==> src/rtl/sd_cmd_controller_pkg.sv <==
// SD command controller shared types and constants.
// Frame layout, CRC7 polynomial and FSM state encoding.
package sd_cmd_pkg;

  typedef enum logic [2:0] {
    IDLE,
    SEND,
    WAIT_RESP,
    RECV,
    FINISH
  } state_t;

  localparam int FRAME_BITS = 48;
  localparam logic [6:0] CRC7_POLY = 7'h09;

  localparam int START   = 47;
  localparam int HOST    = 46;
  localparam int IDX_MSB = 45;
  localparam int ARG_MSB = 39;
  localparam int CRC_MSB = 7;
  localparam int END     = 0;

endpackage

==> src/rtl/sd_cmd_controller_if.sv <==
// Host/pad bundle for the SD command controller.
// master = host logic and pad, slave = the controller.
interface sd_cmd_controller_if;

  logic        start;
  logic [5:0]  cmd_index;
  logic [31:0] argument;
  logic        resp_expected;
  logic        cmd_in;
  logic        cmd_out;
  logic        cmd_oe;
  logic        busy;
  logic        done;
  logic [47:0] response;
  logic        timeout;
  logic        crc_err;

  modport master (
    output start, cmd_index, argument,
    output resp_expected, cmd_in,
    input  cmd_out, cmd_oe, busy, done,
    input  response, timeout, crc_err
  );

  modport slave (
    input  start, cmd_index, argument,
    input  resp_expected, cmd_in,
    output cmd_out, cmd_oe, busy, done,
    output response, timeout, crc_err
  );

endinterface

==> src/rtl/sd_cmd_controller_crc7.sv <==
// Serial CRC7 (x^7+x^3+1), MSB-first.
// Shared by the TX and RX paths, which never overlap.
module sd_crc7
  import sd_cmd_pkg::*;
(
  input  logic       clk,
  input  logic       reset,
  input  logic       clear,
  input  logic       enable,
  input  logic       din,
  output logic [6:0] crc
);

  logic w_fb;

  assign w_fb = crc[6] ^ din;

  // shift one bit per enabled cycle; clear wins
  always_ff @(posedge clk) begin
    if (reset || clear) begin
      crc <= 7'h00;
    end else if (enable) begin
      crc <= {crc[5:0], 1'b0} ^
             (w_fb ? CRC7_POLY : 7'h00);
    end
  end

endmodule

==> src/rtl/sd_cmd_controller.sv <==
// SD CMD-line transaction sequencer: send a
// 48-bit command, optionally capture a response.
module sd_cmd_controller
  import sd_cmd_pkg::*;
#(
  parameter int NCR_MAX  = 64,
  parameter int NCR_BITS = 7
) (
  input  logic clk,
  input  logic reset,
  sd_cmd_controller_if.slave bus
);

  state_t                r_state;
  logic [5:0]            r_cnt;
  logic                  r_tx_last;
  logic [5:0]            r_idx;
  logic [31:0]           r_arg;
  logic                  r_resp_exp;
  logic [NCR_BITS-1:0]   r_ncr;
  logic                  r_cmd_out;
  logic                  r_cmd_oe;
  logic                  r_busy;
  logic                  r_done;
  logic [47:0]           r_response;
  logic                  r_timeout;
  logic                  r_crc_err;

  logic [6:0]            w_crc;
  logic                  w_crc_clr;
  logic                  w_crc_en;
  logic                  w_crc_din;
  logic                  w_tx_bit;
  logic [39:0]           w_hdr;
  logic [5:0]            w_hdr_idx;
  logic [2:0]            w_crc_idx;

  sd_crc7 u_crc (
    .clk    (clk),
    .reset  (reset),
    .clear  (w_crc_clr),
    .enable (w_crc_en),
    .din    (w_crc_din),
    .crc    (w_crc)
  );

  // frame bit selected by the down-counter
  always_comb begin
    w_hdr     = {1'b0, 1'b1, r_idx, r_arg};
    w_hdr_idx = r_cnt - 6'(CRC_MSB + 1);
    w_crc_idx = 3'(r_cnt - 6'd1);
    w_tx_bit  = 1'b1;
    if (r_cnt > 6'(CRC_MSB)) begin
      w_tx_bit = w_hdr[w_hdr_idx];
    end else if (r_cnt != 6'(END)) begin
      w_tx_bit = w_crc[w_crc_idx];
    end
  end

  // CRC feed: TX header bits, then RX bits
  always_comb begin
    w_crc_clr = 1'b0;
    w_crc_en  = 1'b0;
    w_crc_din = 1'b0;
    unique case (r_state)
      IDLE: begin
        w_crc_clr = bus.start;
      end
      SEND: begin
        w_crc_clr = r_tx_last;
        w_crc_en  = !r_tx_last &&
                    (r_cnt > 6'(CRC_MSB));
        w_crc_din = w_tx_bit;
      end
      WAIT_RESP: begin
        w_crc_en  = !bus.cmd_in;
        w_crc_din = bus.cmd_in;
      end
      RECV: begin
        w_crc_en  = r_cnt > 6'(CRC_MSB);
        w_crc_din = bus.cmd_in;
      end
      default: begin
        w_crc_clr = 1'b0;
      end
    endcase
  end

  // transaction FSM with registered outputs
  always_ff @(posedge clk) begin
    if (reset) begin
      r_state    <= IDLE;
      r_cnt      <= '0;
      r_tx_last  <= 1'b0;
      r_idx      <= '0;
      r_arg      <= '0;
      r_resp_exp <= 1'b0;
      r_ncr      <= '0;
      r_cmd_out  <= 1'b1;
      r_cmd_oe   <= 1'b0;
      r_busy     <= 1'b0;
      r_done     <= 1'b0;
      r_response <= '0;
      r_timeout  <= 1'b0;
      r_crc_err  <= 1'b0;
    end else begin
      r_done <= 1'b0;
      unique case (r_state)
        IDLE: begin
          if (bus.start) begin
            r_idx      <= bus.cmd_index;
            r_arg      <= bus.argument;
            r_resp_exp <= bus.resp_expected;
            r_timeout  <= 1'b0;
            r_crc_err  <= 1'b0;
            r_busy     <= 1'b1;
            r_cnt      <= 6'(START);
            r_tx_last  <= 1'b0;
            r_state    <= SEND;
          end
        end
        SEND: begin
          if (!r_tx_last) begin
            r_cmd_out <= w_tx_bit;
            r_cmd_oe  <= 1'b1;
            if (r_cnt == 6'(END)) begin
              r_tx_last <= 1'b1;
            end else begin
              r_cnt <= r_cnt - 6'd1;
            end
          end else begin
            r_cmd_out <= 1'b1;
            r_cmd_oe  <= 1'b0;
            r_tx_last <= 1'b0;
            r_ncr     <= '0;
            r_state   <= r_resp_exp ?
                         WAIT_RESP : FINISH;
          end
        end
        WAIT_RESP: begin
          if (!bus.cmd_in) begin
            r_response[START] <= 1'b0;
            r_cnt   <= 6'(HOST);
            r_state <= RECV;
          end else if (r_ncr ==
                       NCR_BITS'(NCR_MAX - 1)) begin
            r_timeout <= 1'b1;
            r_state   <= FINISH;
          end else begin
            r_ncr <= r_ncr + 1'b1;
          end
        end
        RECV: begin
          r_response[r_cnt] <= bus.cmd_in;
          if (r_cnt == 6'(END)) begin
            r_crc_err <= (r_response[7:1] != w_crc) |
                         !bus.cmd_in;
            r_state   <= FINISH;
          end else begin
            r_cnt <= r_cnt - 6'd1;
          end
        end
        FINISH: begin
          r_done  <= 1'b1;
          r_busy  <= 1'b0;
          r_state <= IDLE;
        end
        default: begin
          r_state <= IDLE;
        end
      endcase
    end
  end

  assign bus.cmd_out  = r_cmd_out;
  assign bus.cmd_oe   = r_cmd_oe;
  assign bus.busy     = r_busy;
  assign bus.done     = r_done;
  assign bus.response = r_response;
  assign bus.timeout  = r_timeout;
  assign bus.crc_err  = r_crc_err;

endmodule

==> src/flat_wrapper.sv <==
// flat-port wrapper written by rule: the top's interface ports become plain ports
module sd_cmd_controller_flat import sd_cmd_pkg::*;
#(
  parameter int NCR_MAX  = 64,
  parameter int NCR_BITS = 7
)
  (clk, reset, bus_start, bus_cmd_index, bus_argument, bus_resp_expected, bus_cmd_in, bus_cmd_out, bus_cmd_oe, bus_busy, bus_done, bus_response, bus_timeout, bus_crc_err);
  sd_cmd_controller_if bus_i ();
  input  logic clk;
  input  logic reset;
  input wire logic [$bits(bus_i.start)-1:0] bus_start;
  input wire logic [$bits(bus_i.cmd_index)-1:0] bus_cmd_index;
  input wire logic [$bits(bus_i.argument)-1:0] bus_argument;
  input wire logic [$bits(bus_i.resp_expected)-1:0] bus_resp_expected;
  input wire logic [$bits(bus_i.cmd_in)-1:0] bus_cmd_in;
  output wire logic [$bits(bus_i.cmd_out)-1:0] bus_cmd_out;
  output wire logic [$bits(bus_i.cmd_oe)-1:0] bus_cmd_oe;
  output wire logic [$bits(bus_i.busy)-1:0] bus_busy;
  output wire logic [$bits(bus_i.done)-1:0] bus_done;
  output wire logic [$bits(bus_i.response)-1:0] bus_response;
  output wire logic [$bits(bus_i.timeout)-1:0] bus_timeout;
  output wire logic [$bits(bus_i.crc_err)-1:0] bus_crc_err;
  assign bus_i.start = bus_start;
  assign bus_i.cmd_index = bus_cmd_index;
  assign bus_i.argument = bus_argument;
  assign bus_i.resp_expected = bus_resp_expected;
  assign bus_i.cmd_in = bus_cmd_in;
  assign bus_cmd_out = bus_i.cmd_out;
  assign bus_cmd_oe = bus_i.cmd_oe;
  assign bus_busy = bus_i.busy;
  assign bus_done = bus_i.done;
  assign bus_response = bus_i.response;
  assign bus_timeout = bus_i.timeout;
  assign bus_crc_err = bus_i.crc_err;
  sd_cmd_controller #(.NCR_MAX(NCR_MAX), .NCR_BITS(NCR_BITS)) u_core (.clk(clk), .reset(reset), .bus(bus_i));
endmodule
==> config.mk <==
export PLATFORM = sky130hd
export DESIGN_NAME = sd_cmd_controller_flat
export DESIGN_NICKNAME = d
export VERILOG_FILES = /design/src/rtl/sd_cmd_controller_pkg.sv /design/src/rtl/sd_cmd_controller_if.sv /design/src/rtl/sd_cmd_controller_crc7.sv /design/src/rtl/sd_cmd_controller.sv /design/src/flat_wrapper.sv
export SDC_FILE = /design/constraint.sdc
export NUM_CORES = 1
export LEC_CHECK = 0
export BUFFER_PORTS_ARGS = -buffer_cell sky130_fd_sc_hd__buf_2
export CAP_MARGIN = 40
export CORE_AREA = 10 10 109 111
export CTS_BUF_LIST = sky130_fd_sc_hd__clkbuf_16
export DETAILED_ROUTE_END_ITERATION = 10
export DIE_AREA = 0 0 119 121
export GPL_ROUTABILITY_DRIVEN = 0
export HOLD_SLACK_MARGIN = 0.15
export MAX_ROUTING_LAYER = met4
export PLACE_DENSITY_LB_ADDON = 0.08
export SETUP_SLACK_MARGIN = 0.2
export SKIP_LAST_GASP = 1
export SYNTH_ARGS = -nofsm -noshare
export SYNTH_HDL_FRONTEND = slang
export SYNTH_SLANG_ARGS = --single-unit
==> constraint.sdc <==
create_clock -name clk -period 3.2 [get_ports clk]
set_input_delay 0.8 -clock clk [delete_from_list [all_inputs] [get_ports clk]]
set_output_delay 0.8 -clock clk [all_outputs]
set_load 0.05 [all_outputs]
# After elaboration in Yosys (flattened, before gate mapping)
# Cells that the tools add are included.
word_totals:
  reg_bits: 117
  input_bits: 43
op_classes:
  n_addsub: 3
  n_lt_le_gt_ge: 5
  n_eq_ne: 15
  n_mux: 45
  bitwise: 3
  reduce_logical: 25
op_table:
  columns: ["cell", "n"]
  rows:
  - ["$bwmux 48", 1]
  - ["$mux 6", 4]
  - ["$pmux 6 s4", 1]
  - ["$mux 7", 3]
  - ["$mux 3", 6]
  - ["$mux 1", 16]
  - ["$reduce_and 4->1", 4]
  - ["$lt 6x7->1 const B", 2]
  - ["$pmux 1 s2", 7]
  - ["$pmux 7 s2", 1]
  - ["$pmux 3 s4", 1]
  - ["$reduce_bool 2->1", 6]
  - ["$ne 2x2->1 const B", 5]
  - ["$reduce_and 2->1", 4]
  - ["$add 7x1->7 const B", 1]
  - ["$eq 7x6->1 const B", 1]
  - ["$ne 7x7->1", 1]
  - ["$xor 7x4->7", 1]
  - ["$bmux 1 s6", 1]
  - ["$demux 1 s6", 1]
  - ["$eq 3x2->1 const B", 2]
  - ["$ge 6x1->1 const B", 1]
  - ["$gt 6x3->1 const B", 1]
  - ["$logic_not 6->1", 1]
  - ["20 further kinds", 24]

# Logic depth before layout (Yosys ltp)
depth:
  word_depth: 9
  mapped_depth: 11
  depth_no_buf: 9

# Modules after synthesis
# A second synthesis with hierarchy kept.
hier_totals:
  hier_cells: 672
  area_unflattened_um2: 5470.2
by_module_without_submodules:
  columns: ["mod", "instances", "cells_each", "area_per_inst_um2", "seq_area_each_um2"]
  rows:
  - ["sd_cmd_controller", 1, 644, 5193.7, 2202.1]
  - ["sd_crc7", 1, 28, 276.5, 140.1]

# Worst setup path before layout
# OpenSTA, ideal clock, no wires.
synth_path:
  path_kind: "register to register"
  startpoint: "register u_core.r_cnt[1]"
  endpoint: "register u_core.u_crc.crc[3]"
  arrival_time_ns: 2.810
  t_required_ns: 3.138
  setup_slack_ns: 0.328
  path_stages_with_launch: 12
  path_buffers: 2
  cell_sequence: "dfxtp_1 -> buf_6 -> clkbuf_1 -> inv_1 -> ha_1 -> mux4_2 -> nor2_1 -> o21ai_0 -> a221oi_4 -> a211oi_2 -> or4_1 -> nand3_1"
synth_between:
  elab_chain_cells: 9
synth_rtl:
  columns: ["element", "line", "text"]
  rows:
  - ["start, declared", "sd_cmd_controller.sv:15", "logic [5:0] r_cnt;"]
  - ["start signal, assigned", "sd_cmd_controller.sv:117", "r_cnt <= 6'(START);"]
  - ["start signal, assigned", "sd_cmd_controller.sv:129", "r_cnt <= r_cnt - 6'd1;"]
  - ["start signal, assigned", "sd_cmd_controller.sv:143", "r_cnt <= 6'(HOST);"]
  - ["branches (longest 9 deep; another with $sub 6x4->6)", null, null]
  - ["end signal, assigned", "sd_cmd_controller_crc7.sv:23", "crc <= {crc[5:0], 1'b0} ^"]
  - ["end, declared", "sd_cmd_controller_crc7.sv:11", "output logic [6:0] crc"]
# Several ways; the timed one is not identified. The select of a mux whose other input is x is not followed.
# A chain may end at the register's enable or synchronous reset.

# Worst setup path in the final report
layout_path:
  startpoint: "register u_core.r_cnt[0]"
  endpoint: "register u_core.u_crc.crc[3]"
# Same word-level chain as after synthesis.

==> results <==
- The run finished with clean final reports.
- After synthesis, the cell types taking the most area are sky130_fd_sc_hd__dfxtp_1 (44%), sky130_fd_sc_hd__nand2_1 (10%), sky130_fd_sc_hd__a21oi_1 (9.2%), sky130_fd_sc_hd__clkbuf_1 (3.5%), sky130_fd_sc_hd__nand3_1 (3.5%).
- The largest single stage delay on the critical path is 0.53 ns.
- The number of buffers inserted by hold repair at cts is 0.
- The min-delay analysis places its worst path in the category flop to flop.
- The worst-case IR drop observed on VDD is 0.480 mV.
- The combinational group share of total power is 0.214.
- The final non-filler cell total is 906.
- By startpoint and endpoint, the worst setup path is classified as flop to flop.
- The initial antenna violation count is 0.
- The cell type of the slowest stage on the worst timing path is sky130_fd_sc_hd__or4_1.
- The final antenna-violating net count is 0.
- Including well taps, the total number of placed cells is just under 900.
- Dividing the detail-routed wire length by the instance count gives between 15 and 20 um.
- The die area is 14400 um2.
- The minimum period implied by the final worst setup slack is 2.81 ns.
- Measured against its own limit, the worst slew margin works out to 0.408.
- In this run, CTS created clock tree buffers numbering 17.
- Entering global routing, the biggest net connects between 60 and 70 pins.
- Grouping stages by cell kind, the critical path spends the most delay in simple AND/OR/NAND/NOR gates.
- Pin placement for this block handled 97 I/O pins.
- The async set-or-reset flop fraction in the synthesized netlist is 0.
- The most common cell in the synthesized netlist is sky130_fd_sc_hd__nand2_1.
- The first global-routing pass estimated 24.1 mm of wire.
- Synthesis produced a netlist whose cell count is 677.
- For this design the static power due to leakage is 2.57 nW.
- The worst setup path is captured at a flop.
- The final critical-path share of the clock period is 0.879.
- The reg-to-reg critical path endpoint is u_core.u_crc.crc[3].
- For this block, the routed nets add up to 14.3 mm of wire.
- After detailed routing, the number of vias per cell comes to 5.65.
- The share of total power dissipated in the clock network is 0.437.
- The area added between synthesis and finish is 23.6%.
- The post-synth net total is approximately 730.
- The slew at the pin closest to its max-slew limit is approximately 0.89 ns.
- For this block, the initial DRC count from the detailed router was 421.
- The number of levels in the clock H-tree is 4.
- The startpoint type of the worst setup path is a flop.
- The start of the worst register-to-register path is u_core.r_cnt[0].
- The setup slack on the worst flop-to-flop path is 0.39 ns.
- In this run the standard cell core region covers 9640 um2.
- Setup repair after global routing left no endpoint under its margin.
- The most used flip-flop cell after synthesis is sky130_fd_sc_hd__dfxtp_1.
- The total global routing overflow is 0.
- The share of final-layout standard cells stronger than drive strength 1 is 0.211.
- In this run the power spent charging and discharging nets is 1.47 mW.
- The total clock sinks is approximately 120.
- For this run, the detailed router's first-pass iteration total came to 5.
- The leading area contributor after synthesis is sky130_fd_sc_hd__dfxtp_1.
- The longest clock path from root to sink contains 2 buffers.
- For the worst setup path, the data arrival time is 3.16 ns.
- The clock transition at the register clock pins on the worst setup and hold paths after CTS is approximately 0.050 ns.
- The number of standard-cell rows in the floorplan is 36.
- The switching part of the total is 0.306.
- The part of the total power dissipated in sequential elements is 0.349.
- The max-cap check violation count is 0.
- The critical path runs through a total of 9 cells.
- The overall die height is 121 um.
- Cell internal power was estimated by the tool at approximately 3.3 mW.
- Together, buffers and inverters on the worst path number 1.
- The initial core utilization is 0.554.
- The maximum clock frequency is around 0.36 GHz.
- Tracing the worst setup path back leads to its startpoint at u_core.r_cnt[0].
- The endpoint of the most critical setup path is u_core.u_crc.crc[3].
- The area fraction of the dominant cell type after synthesis is 0.439.
- The root buffer selected by CTS is sky130_fd_sc_hd__clkbuf_16.
- In this run the horizontal extent of the chip is 119 um.
- The number of pins exceeding their max-slew limit in the final report is 0.
- The critical path goes through clkinv_1 > ha_1 > mux4_2 > nor2_1 > o21ai_0 > a221oi_4 > a211oi_2 > or4_1 > nand3_1.
- The synthesized netlist occupies a cell area of 5340 um2.
- TritonCTS built the clock tree.
- The power per unit of standard cell area is around 730 nW/um2.
- STA puts the critical path data required time at 3.55 ns.
- Counting flops with a built-in enable in the synthesized netlist gives 0.
- The number of nets in the final layout is 808.
- The hold violation count in the final report came to 0.
- The cell count of the worst reg-to-reg path is 9.
- The final-layout setup total negative slack is 0 ns.
- The synthesized netlist contains 48 unique library cells.
- The buffers inserted during post-CTS setup optimization is 0.
- Ranked by instance count, the synthesized netlist is headed by sky130_fd_sc_hd__nand2_1 (144), sky130_fd_sc_hd__dfxtp_1 (117), sky130_fd_sc_hd__a21oi_1 (98), sky130_fd_sc_hd__clkbuf_1 (50), sky130_fd_sc_hd__nor2_1 (38).
- The clock arrives with 0.0150 ns of skew.
- In the routed design, unresolved DRC markers number 0.
- The final count of negative-setup-slack endpoints is 0.
- The all-layer global routing usage is 0.205.
- The count of state elements after synthesis is 117.
- The Yosys step of the flow raised 0 warnings.
- The number of vias after detailed routing is just over 5000.
- In this run the worst path has a maximum fanout of 8.
- After legalization and detailed placement, the total HPWL measured 9.84 mm.
- The total inserted antenna cells is 0.
- The proportion of synthesized chip area in sequential cells is 0.439.
- The latest clock arrival within the worst-skew pair is 0.41 ns.
- The via count of the first global-routing pass is 4957.
- The average cell area after synthesis is 7.89 um2.
- The number of buffers inserted by port buffering is 96.
cells by family (layout without fill, tap and decap cells):
family / after synthesis / after routing / share of synthesized area
compound gates: 162 / 162 / 0.172
xor+xnor: 13 / 13 / 0.0213
fa+ha+maj: 5 / 5 / 0.0117
buf+inv: 63 / 159 / 0.0464
flops: 117 / 117 / 0.439
mux: 18 / 18 / 0.0520
simple gates: 299 / 299 / 0.258
power groups by stage:
| stage | Sequential, mW | Combinational, mW | Clock, mW |
|---|---|---|---|
| floorplan | 1.67 | 0.765 | 0 |
| global placement | 1.70 | 0.986 | 0 |
| detailed placement | 1.70 | 1.01 | 0 |
| CTS | 1.67 | 1.02 | 2.12 |
| global route | 1.69 | 1.14 | 2.19 |
| finish | 1.67 | 1.03 | 2.10 |
timing repair:
item / in CTS / in global routing
endpoints found under the setup margin: 0 / 1
endpoints found under the hold margin: 0 / 0
resized for setup: 0 / 1
sequential cells by signal, summed over array words and instances (netlist names), 3 cells and up:
signal and flops:
u_core.r_arg 32, u_core.u_crc.crc 7, u_core.r_ncr 7, u_core.r_idx 6, u_core.bus.response 48, u_core.r_state 3
u_core.r_cnt 6
cells in the final DEF (no fill, tap or decap), drive strengths merged, types with 5 or more instances in the layout:
cell type,count
nand4,14
a21oi,98
bufinv,5
nor3,12
xnor2,9
inv,11
or3,20
nand2,144
nand3,37
clkbuf,17
nand3b,5
a31oi,6
clkinv,6
ha,5
nand2b,5
a211oi,8
dfxtp,117
buf,118
o21ai,34
nor2,38
mux4,7
mux2i,9
worst min-delay path: cells and delay by family (launching register included):
kind / cells / cell delay (ns)
compound gates: 1 / 0.05
flops: 1 / 0.30
simple gates: 1 / 0.05
through the flow:
stage / setup WS (ns) / util / cell area, um2 / total power, mW / hold slack (ns)
finish: 0.389 / 0.684 / 6600 / 4.80 / 0.451
floorplan: 0.328 / - / 5340 / 2.44 / 0.432
global route: 0.206 / 0.684 / 6600 / 5.02 / 0.465
global placement: 0.440 / 0.616 / 5930 / 2.68 / 0.441
detailed placement: 0.363 / 0.617 / 5940 / 2.71 / 0.447
CTS: 0.340 / 0.684 / 6600 / 4.81 / 0.455
final cells by class:
| type | count | area [um2] |
|---|---|---|
| multi-input combinational | 497 | 2760 |
| fill | 821 | 3040 |
| timing repair buffer | 118 | 643 |
| tap | 133 | 166 |
| clock buffer | 17 | 425 |
| clock inverter | 15 | 226 |
| inverter | 9 | 33.8 |
| sequential | 117 | 2340 |
worst min path at each step:
stage / endpoint / cells past startpoint / slack, ns / startpoint
floorplan: u_core.r_arg[18] / 2 / 0.43 / u_core.r_arg[18]
global placement: u_core.bus.response[9] / 2 / 0.44 / u_core.bus.response[9]
detailed placement: u_core.bus.response[28] / 2 / 0.45 / u_core.bus.response[28]
CTS: u_core.bus.response[28] / 2 / 0.45 / u_core.bus.response[28]
global route: u_core.bus.response[41] / 2 / 0.47 / u_core.bus.response[41]
finish: u_core.r_arg[26] / 2 / 0.45 / u_core.r_arg[26]
routing by layer:
| layer | global-route usage | vias to the layer above | routed length (um) |
|---|---|---|---|
| li1 | - | 2544 | - |
| met1 | 0.247 | 2385 | 6300 |
| met2 | 0.331 | 170 | 7050 |
| met3 | 0.0530 | 16 | 841 |
| met4 | 0.0641 | 0 | 150 |
| met5 | - | - | 0 |
(Power assumes the default switching activity.)
